[src/rtl/perf_event_counter.sv]
// -----------------------------------------------------------------------------
// perf_event_counter
//
// Hardware performance-counter unit. Holds one free-running cycle counter and
// NUM_CNT event counters fed by CPU event strobes. A small FSM
// (IDLE/RUN/FROZEN/DONE) gates counting. An optional cycle limit ends the run,
// and results are read through a registered select/read port.
//
// Parameters:
//   NUM_CNT  - number of event counters (1..15)
//   CNT_W    - width of every counter (8..64)
//   LIMIT    - cycle count at which the run ends (0 = unlimited)
//   SATURATE - 0: counters wrap at max, 1: counters hold at all-ones
//
// Ports:
//   clk_i      in   1          clock, rising edge
//   rst_i      in   1          asynchronous active-low reset
//   start_i    in   1          run enable (level)
//   clear_i    in   1          synchronous clear of counters, ovf flags, FSM
//   freeze_i   in   1          pause counting, values kept
//   event_i    in   NUM_CNT    per-counter event strobes
//   rd_en_i    in   1          read request
//   rd_sel_i   in   4          select: 0..NUM_CNT-1 event, NUM_CNT cycle
//   rd_data_o  out  CNT_W      registered read data
//   rd_valid_o out  1          read data valid (one cycle per request)
//   ovf_o      out  NUM_CNT+1  sticky overflow flags, MSB = cycle counter
//   done_o     out  1          high while in DONE
//   state_o    out  2          IDLE=0, RUN=1, FROZEN=2, DONE=3
// -----------------------------------------------------------------------------
module perf_event_counter #(
  parameter int NUM_CNT  = 4,
  parameter int CNT_W    = 32,
  parameter int LIMIT    = 0,
  parameter int SATURATE = 0
) (
  input  logic               clk_i,
  input  logic               rst_i,
  input  logic               start_i,
  input  logic               clear_i,
  input  logic               freeze_i,
  input  logic [NUM_CNT-1:0] event_i,
  input  logic               rd_en_i,
  input  logic [3:0]         rd_sel_i,
  output logic [CNT_W-1:0]   rd_data_o,
  output logic               rd_valid_o,
  output logic [NUM_CNT:0]   ovf_o,
  output logic               done_o,
  output logic [1:0]         state_o
);

  typedef enum logic [1:0] {
    ST_IDLE   = 2'd0,
    ST_RUN    = 2'd1,
    ST_FROZEN = 2'd2,
    ST_DONE   = 2'd3
  } state_t;

  localparam logic [CNT_W-1:0] LIMIT_C  = CNT_W'(LIMIT);
  localparam bit               LIMIT_EN = (LIMIT != 0);
  localparam logic [3:0]       CYC_SEL  = 4'(NUM_CNT);

  // Returns {overflow, next_value} for one attempted increment.
  function automatic logic [CNT_W:0] incr(input logic [CNT_W-1:0] v);
    logic [CNT_W:0] r;
    if (&v) begin
      if (SATURATE != 0) begin
        r = {1'b1, v};
      end else begin
        r = {1'b1, {CNT_W{1'b0}}};
      end
    end else begin
      r = {1'b0, v + {{(CNT_W-1){1'b0}}, 1'b1}};
    end
    return r;
  endfunction

  state_t             state_q;
  logic               done_q;
  logic [CNT_W-1:0]   cyc_q;
  logic [CNT_W-1:0]   cyc_d;
  logic [CNT_W-1:0]   cnt_q [NUM_CNT];
  logic [CNT_W-1:0]   cnt_d [NUM_CNT];
  logic [NUM_CNT:0]   ovf_q;
  logic [NUM_CNT:0]   ovf_d;
  logic [CNT_W-1:0]   rd_data_q;
  logic               rd_valid_q;

  logic               count_en_s;
  logic               limit_hit_s;
  logic [CNT_W:0]     cyc_inc_s;
  logic [CNT_W:0]     cnt_inc_s [NUM_CNT];
  logic [CNT_W-1:0]   rd_mux_s;

  assign count_en_s = (state_q == ST_RUN);

  // Next-state values for the counters and overflow flags.
  always_comb begin
    cyc_inc_s = incr(cyc_q);
    cyc_d     = cyc_q;
    ovf_d     = ovf_q;
    for (int k = 0; k < NUM_CNT; k++) begin
      cnt_inc_s[k] = incr(cnt_q[k]);
      cnt_d[k]     = cnt_q[k];
    end
    if (count_en_s) begin
      cyc_d          = cyc_inc_s[CNT_W-1:0];
      ovf_d[NUM_CNT] = ovf_q[NUM_CNT] | cyc_inc_s[CNT_W];
      for (int k = 0; k < NUM_CNT; k++) begin
        if (event_i[k]) begin
          cnt_d[k] = cnt_inc_s[k][CNT_W-1:0];
          ovf_d[k] = ovf_q[k] | cnt_inc_s[k][CNT_W];
        end else begin
          cnt_d[k] = cnt_q[k];
        end
      end
    end else begin
      cyc_d = cyc_q;
    end
  end

  // The limit is judged on the value this edge's increment produces.
  assign limit_hit_s = LIMIT_EN && count_en_s && (cyc_d == LIMIT_C);

  // Read select mux; out-of-range selects read as zero.
  always_comb begin
    rd_mux_s = '0;
    if (rd_sel_i == CYC_SEL) begin
      rd_mux_s = cyc_q;
    end else begin
      for (int k = 0; k < NUM_CNT; k++) begin
        if (rd_sel_i == 4'(k)) begin
          rd_mux_s = cnt_q[k];
        end else begin
          rd_mux_s = rd_mux_s;
        end
      end
    end
  end

  // Run-control FSM with registered done flag.
  always_ff @(posedge clk_i or negedge rst_i) begin
    if (!rst_i) begin
      state_q <= ST_IDLE;
      done_q  <= 1'b0;
    end else if (clear_i) begin
      state_q <= ST_IDLE;
      done_q  <= 1'b0;
    end else begin
      case (state_q)
        ST_IDLE: begin
          if (start_i) begin
            state_q <= ST_RUN;
          end else begin
            state_q <= ST_IDLE;
          end
        end
        ST_RUN: begin
          if (!start_i) begin
            state_q <= ST_IDLE;
          end else if (limit_hit_s) begin
            state_q <= ST_DONE;
            done_q  <= 1'b1;
          end else if (freeze_i) begin
            state_q <= ST_FROZEN;
          end else begin
            state_q <= ST_RUN;
          end
        end
        ST_FROZEN: begin
          if (!start_i) begin
            state_q <= ST_IDLE;
          end else if (!freeze_i) begin
            state_q <= ST_RUN;
          end else begin
            state_q <= ST_FROZEN;
          end
        end
        ST_DONE: begin
          // Sticky until clear or reset; start is ignored here.
          state_q <= ST_DONE;
          done_q  <= 1'b1;
        end
        default: begin
          state_q <= ST_IDLE;
          done_q  <= 1'b0;
        end
      endcase
    end
  end

  // Counter and overflow flag registers.
  always_ff @(posedge clk_i or negedge rst_i) begin
    if (!rst_i) begin
      cyc_q <= '0;
      ovf_q <= '0;
      for (int k = 0; k < NUM_CNT; k++) begin
        cnt_q[k] <= '0;
      end
    end else if (clear_i) begin
      cyc_q <= '0;
      ovf_q <= '0;
      for (int k = 0; k < NUM_CNT; k++) begin
        cnt_q[k] <= '0;
      end
    end else begin
      cyc_q <= cyc_d;
      ovf_q <= ovf_d;
      for (int k = 0; k < NUM_CNT; k++) begin
        cnt_q[k] <= cnt_d[k];
      end
    end
  end

  // Registered read port; it captures pre-edge values, so it is left
  // untouched by clear and returns the pre-clear value on a combined request.
  always_ff @(posedge clk_i or negedge rst_i) begin
    if (!rst_i) begin
      rd_data_q  <= '0;
      rd_valid_q <= 1'b0;
    end else begin
      rd_valid_q <= rd_en_i;
      if (rd_en_i) begin
        rd_data_q <= rd_mux_s;
      end else begin
        rd_data_q <= rd_data_q;
      end
    end
  end

  assign rd_data_o  = rd_data_q;
  assign rd_valid_o = rd_valid_q;
  assign ovf_o      = ovf_q;
  assign done_o     = done_q;
  assign state_o    = state_q;

endmodule

[config.mk]
export PLATFORM = sky130hd
export DESIGN_NAME = perf_event_counter
export DESIGN_NICKNAME = d
export VERILOG_FILES = /design/src/rtl/perf_event_counter.sv
export SDC_FILE = /design/constraint.sdc
export NUM_CORES = 1
export LEC_CHECK = 0
export CORE_MARGIN = 2
export CORE_UTILIZATION = 45
export DETAILED_ROUTE_END_ITERATION = 10
export GPL_TIMING_DRIVEN = 1
export SYNTH_ARGS = -nofsm -noshare
export SYNTH_HDL_FRONTEND = slang
export SYNTH_SLANG_ARGS = --single-unit
[constraint.sdc]
create_clock -name clk_i -period 2.4 [get_ports clk_i]
set_input_delay 0.24 -clock clk_i [delete_from_list [all_inputs] [get_ports clk_i]]
set_output_delay 0.24 -clock clk_i [all_outputs]
set_load 0.05 [all_outputs]
==> impl_metrics.csv, run 1 <==
group,metric,value,unit
sta,slew_violations,0,
final_layout,mostFrequentLayoutCell,"dfrtp_1",
grt,overflow,0,
setup_path,cp-start-kind,"register",
yosys,syn_nets,1240,
placed_design,portBuffers,54,
grt,grt_pass1_wl,52.03,mm
clock_network,cts.sinks,201,
floorplanning,core,24110,um^2
clock_network,clockBufferDepth,3,
yosys,synthCells,1218,
final_layout,syn_to_final_growth,22.33,%
yosys,synth_mux_area_frac,0.002850,
clock_network,clockRootBuffer,"clkbuf_16",
sta,fin_skew,0.008297,ns
sta,hold_viol_final,0,
yosys,synth_cell_type_count,55,
floorplanning,die_area,25660,um^2
power,switching_share,0.2406,
power,power.switching,0.001801,W
grt,grt_usage,0.2532,
power,share_clk_of_total_power,0.475,
yosys,yosys_most_used_dff,"dfrtp_1",
sta,setup_viol,0,
drt,wirelength,31.79,mm
sta,post-route-period-util,0.9591,
floorplanning,dieWidth,160.2,um
power,p_total,0.007485,W
clock_network,clk_pin_slew,0.06,ns
drt,drt_first_pass_iters,8,
final_layout,multi_input_area,5602,um^2
floorplanning,start_util,0.4554,
sta,tightest_slew,0.6900,ns
sta,max_freq,434.4,MHz
final_layout,regArea,5032,um^2
final_layout,final_cell_mix,"dfrtp_1, nor2_1, nand2_1",
yosys,synth-seq-area-share,0.4582,
drt,drt.antenna.violating_nets,0,
sta,fin_tns_setup,0,ns
final_layout,layout-drive-gt1-share,0.1230,
grt,grt_max_degree,74,
setup_path,crit_fanout,6,
run_status,outcome,"complete, no violations",
drt,route.vias.total,9856,
power,p_seq_frac,0.459,
yosys,synth_top_family_by_area,"simple AND/OR/NAND/NOR gates",
clock_network,cts_buffers,24,
power,cellPowerDensity,557.4,nW/um^2
drt,drtIter0Drc,878,
sta,layout_min_cycle_time,2.302,ns
grt,grt_pass1_vias,9324,
final_layout,final_core_util,0.5570,
setup_path,critical_path_arrival,2.76,ns
power,comb_power_share,0.066,
setup_path,path_common_cell,"or4_4",
sta,setup_ws,0.09821,ns
yosys,synth_area,10980,um^2
floorplanning,num_io_pins,55,
clock_network,insertion_delay,0.53,ns
yosys,synth-edff-count,0,
power,p_leak,5.451,nW
setup_path,crit_path_max_incr_delay,0.59,ns
yosys,synth_xor_area_frac,0.08697,
yosys,syn_area_per_cell,9.012,um^2
yosys,synth_top_area_cell,"dfrtp_1",
setup_path,crit_type,"register to register",
yosys,synth-simple-area-share,0.2739,
sta,grt_setup_unrepaired,"false",
placed_design,dp_hpwl,22.80,mm
flow_run,drv_cap,0,
drt,drc_errors,0,
setup_path,cp-end-kind,"register",
drt,routed_via_density,5.888,
yosys,synthAdderAreaFrac,0.009119,
power,peakVddDrop,0.4173,mV
setup_path,crit_required,2.86,ns
drt,wl_per_cell,18.99,um
setup_path,cp_slowest_cell,"or4_4",
sta,relSlewSlack,0.5400,
final_layout,nFillCells,2222,
yosys,synth_area_leaders,"dfrtp_1, nor2_1, xor2_1, xnor2_1, nand3_1",
yosys,synthArstFlopShare,1.000,
grt,antenna_found_initial,0,
sta,hold_slack,0.2560,ns
clock_network,htree_levels,1,
hold_path,min_path_type,"primary input to register",
floorplanning,die_y,160.2,um
power,internal_power,0.005684,W
clock_network,cts_tree,"done",
final_layout,nets,1356,
yosys,yosysTopAreaCellShare,0.4582,
floorplanning,rows,57,
yosys,ys_ff_latch,201,
yosys,yosys_warnings,0,
placed_design,place_congestion,0.8906,
setup_path,path_cells,"nand4_2 -> or4_4 -> or4_4 -> or4_1 -> a21oi_2",
yosys,synth-compound-area-share,0.1313,
final_layout,antennaDiodeCount,0,
placed_design,place_ws,0.09368,ns
==> stage by stage <==
| stage | area (um^2) | instances |
|---|---|---|
| CTS | 13390 | 1671 |
| floorplan | 11000 | 1218 |
| global placement | 12610 | 1628 |
| detailed placement | 12610 | 1628 |
| finish | 13430 | 1674 |
| global route | 13430 | 1674 |
==> logic make-up after synthesis <==
| kind of cell | Yosys count |
|---|---|
| compound gates | 204 |
| xor+xnor | 109 |
| flops | 201 |
| mux | 3 |
| buf+inv | 109 |
| fa+ha+maj | 8 |
| simple gates | 584 |
==> path summary, 6_finish.rpt <==
| check | startpoint | endpoint | slack [ns] | cells past startpoint |
|---|---|---|---|---|
| max in group asynchronous | rst_i | rd_data_o[11] | 1.37 | 3 |
| max | cnt_q[37] | cnt_q[62] | 0.1 | 5 |
| min | rd_en_i | rd_valid_o | 0.26 | 2 |
| max reg2reg | cnt_q[37] | cnt_q[62] | 0.1 | 5 |
| min reg2reg | done_o | done_o | 0.51 | 2 |
| min in group asynchronous | rst_i | cnt_q[42] | 0.30 | 2 |
==> layout make-up <==
cell class / count / share of cell area
multi-input combinational: 908 / 0.4172
sequential: 201 / 0.3748
timing repair buffer: 155 / 0.1080
clock buffer: 39 / 0.05563
tap: 324 / 0.03019
inverter: 44 / 0.01230
clock inverter: 3 / 0.001957
==> cell usage after synthesis (4+ instances only) <==
library cell  instances
o21ai_0              51
and4_1               15
and3_1               27
a222oi_1             32
ha_1                  8
inv_1                44
buf_1                 9
or3_1                18
o211ai_1             33
or4_1                 7
nor4_1               26
nand2b_1              4
dfrtp_1             201
o311ai_0              6
nand3b_1              5
o21a_1                6
nand4_1              62
nor3b_1               8
or2_2                 4
and2_1               10
nor2b_1               4
xnor2_1              50
nor4b_1              11
nor3_1               26
a21o_1                8
o31ai_1              11
clkbuf_1             53
xor2_1               59
a31oi_1              10
nor2_1              151
a21oi_1              26
nand2_1             107
nand3_1              87
==> power groups by stage <==
stage | Combinational [W] | Clock, W | Sequential [W]
after floorplan | 0.000151 | 0 | 0.00358
final | 0.000491 | 0.00356 | 0.00344
after global routing | 0.000538 | 0.00380 | 0.00344
after CTS | 0.000497 | 0.00363 | 0.00344
after detailed placement | 0.000494 | 0 | 0.00350
after global placement | 0.000492 | 0 | 0.00350
==> registers in the layout, summed over array words and instances, names as in the netlist <==
| signal | flops |
|---|---|
| done_o | 1 |
| rd_valid_o | 1 |
| cyc_q | 32 |
| state_o | 2 |
| cnt_q | 128 |
| ovf_o | 5 |
| rd_data_o | 32 |
==> worst max-delay path, delay by kind of cell (launching register included) <==
family          cells  cell delay (ns)
simple gates        4             1.74
flops               1             0.36
compound gates      1             0.14
==> routing by layer <==
metal,track usage,part of all wire
met1,0.3758,0.47
met4,0.06552,0.023
met3,0.03455,0.060
met5,0,0
met2,0.3920,0.45
==> repair_timing <==
action / CTS / global route
gates resized for setup: 0 / 5
endpoints found under the setup margin: 0 / 9
hold buffers: 1 / 0
setup buffers: 0 / 3
endpoints found under the hold margin: 67 / 0
Note: power is estimated with default switching activity, not from simulation.
==> inputs of run 2 (changes only) <==
--- a/config.mk
+++ b/config.mk
@@ -10,2 +10,3 @@
 export DETAILED_ROUTE_END_ITERATION = 10
+export GPL_ROUTABILITY_DRIVEN = 0
 export GPL_TIMING_DRIVEN = 1
==> constraint.sdc (replaced) <==
create_clock -name clk_i -period 2.4 [get_ports clk_i]
set_input_delay 0.6 -clock clk_i [delete_from_list [all_inputs] [get_ports clk_i]]
set_output_delay 0.6 -clock clk_i [all_outputs]
set_load 0.05 [all_outputs]
==> run 2 against run 1 <==
Net effect: first-iteration DRC count rose by 16%; sequential share of layout area fell by 1.3 points; wire length rose by 2.0%; sequential power barely moved; clock power rose by 5%; combinational power rose by 5.1%; setup slack got worse by 0.067 ns; core utilization rose by 2.0 points; die area did not move; maximum frequency fell by 2.8%; final cell count rose by 3.2%; critical path type is now register to output pin; largest power group unchanged.
==> impl_metrics.csv, run 2 (same netlist as run 1, synthesis figures left out) <==
group,metric,value,unit
run_status,outcome,"complete, no violations",
sta,post-route-period-util,0.9871,
setup_path,critical_path_arrival,1.77,ns
final_layout,nets,1408,
setup_path,cp_slowest_cell,"clkdlybuf4s50_1",
floorplanning,die_y,160.2,um
setup_path,path_cells,"clkdlybuf4s50_1",
floorplanning,rows,57,
power,peakVddDrop,0.4016,mV
final_layout,antennaDiodeCount,0,
grt,overflow,0,
sta,tightest_slew,0.7051,ns
sta,layout_min_cycle_time,2.369,ns
clock_network,cts_buffers,25,
clock_network,insertion_delay,0.53,ns
clock_network,cts_tree,"done",
setup_path,reg2reg_depth,5,
floorplanning,start_util,0.4554,
sta,hold_viol_final,0,
clock_network,clockRootBuffer,"clkbuf_16",
drt,wirelength,32.42,mm
sta,fin_skew,0.02377,ns
final_layout,regMostFlops,"cnt_q",
final_layout,mostFrequentLayoutCell,"dfrtp_1",
clock_network,cts.sinks,201,
setup_path,r2r_start,"cnt_q[41]",
power,p_leak,5.746,nW
final_layout,fin_cells,1728,
grt,grt_pass1_wl,52.50,mm
power,cellPowerDensity,554.5,nW/um^2
floorplanning,die_area,25660,um^2
setup_path,crit_family,"buffers and inverters",
drt,wl_per_cell,18.76,um
setup_path,cp-start-kind,"register",
clock_network,clockBufferDepth,3,
setup_path,cp-end-kind,"output pin",
placed_design,dp_cells,1681,
setup_path,crit_type,"register to output pin",
drt,drtIter0Drc,1021,
sta,max_freq,422.1,MHz
floorplanning,num_io_pins,55,
sta,slew_violations,0,
setup_path,critPathBufInv,1,
grt,grt_pass1_vias,9488,
grt,grt_usage,0.2570,
drt,drt_first_pass_iters,9,
placed_design,dp_hpwl,23.72,mm
power,p_total,0.007711,W
setup_path,crit_path_max_incr_delay,0.83,ns
flow_run,drv_cap,0,
setup_path,crit_fanout,2,
sta,relSlewSlack,0.5299,
drt,route.vias.total,10036,
grt,grt_max_degree,66,
grt,antenna_found_initial,0,
final_layout,layout-drive-gt1-share,0.1610,
sta,grt_setup_unrepaired,"false",
drt,drt.antenna.violating_nets,0,
placed_design,portBuffers,54,
drt,routed_via_density,5.808,
floorplanning,core,24110,um^2
clock_network,postCtsHoldBufs,0,
drt,drc_errors,0,
hold_path,min_path_type,"primary input to async pin",
final_layout,final_cell_mix,"dfrtp_1, nor2_1, buf_4",
clock_network,htree_levels,1,
floorplanning,dieWidth,160.2,um
final_layout,syn_to_final_growth,26.68,%
clock_network,clk_pin_slew,0.06,ns
setup_path,r2r_slack,0.09,ns
setup_path,r2r-end,"cnt_q[62]",
final_layout,largest_register_ff_count,128,
setup_path,crit_required,1.80,ns
sta,setup_viol,0,
## run 2: changes by cell type in the layout (fill, tap and decap cells not counted), sizes merged
cell and change:
buf +52, dlygate4sd3 -1, clkbuf -1, clkdlybuf4s50 -2, bufinv +1, clkinv +2, dlygate4sd2 +2, inv +1
## run 2: power by group
group,switching (W),internal [W],total [W],leakage (nW)
registers,0.0000253,0.00342,0.00344,2.79
logic,0.000339,0.000177,0.000516,2.54
clock network,0.00146,0.00229,0.00375,0.416
total,0.00183,0.00588,0.00771,5.75
## run 2: worst max path at each step
stage	from	end	slack [ns]	cells past startpoint
after floorplan	cnt_q[41]	cnt_q[62]	0.005	7
after global placement	rd_sel_i[0]	rd_data_o[21]	-0.17	7
after detailed placement	rd_sel_i[0]	rd_data_o[28]	-0.18	8
after CTS	rd_data_o[14]	rd_data_o[14]	0.02	1
after global routing	cnt_q[67]	cnt_q[94]	0.003	6
final	rd_data_o[14]	rd_data_o[14]	0.03	1
## run 2: worst register-to-register path, cell delays in order (launching register included)
cell and delay, ns:
dfrtp_1 0.35, nand3_1 0.13, or4_4 0.57, or4_4 0.60, or4_4 0.44, a21oi_2 0.14
## run 2: final cells by class
class	count	area, um^2
Inverter	44	165.2
Multi-Input combinational cell	908	5608
Fill cell	2234	10200
Timing Repair Buffer	206	1866
Sequential cell	201	5034
Clock inverter	7	63.81
Tap cell	324	405.4
Clock buffer	38	764.5
## run 2: metrics by stage
stage	hold WS, ns	setup WS (ns)	instance area [um^2]	util	setup TNS, ns
floorplan	0.3044	0.005233	11000	-	0
global placement	0.4804	-0.1675	13040	0.5411	-5.162
detailed placement	0.4909	-0.1847	13040	0.5411	-6.559
CTS	0.04161	0.02456	13870	0.5753	0
global route	0.05300	0.003445	13910	0.5769	0
finish	0.03397	0.03104	13910	0.5769	0
## run 2: layer usage
metal / vias up / GRT usage / part of all wire
met5: - / 0 / 0
met4: 0 / 0.08804 / 0.035
met3: 65 / 0.03351 / 0.050
met2: 295 / 0.3959 / 0.45
met1: 4887 / 0.3750 / 0.46
li1: 4789 / - / -
## run 2: what timing repair did
item,CTS,global route
pin swaps,0,5
setup buffers,0,2
endpoints found under the hold margin,0,0
gates resized for setup,2,7
setup endpoints to repair,2,13
==> inputs of run 3 (changes only) <==
- CAP_MARGIN: default -> 20
==> results of run 3 <==
Final layout, timing and power as in run 2 (identical DEF).
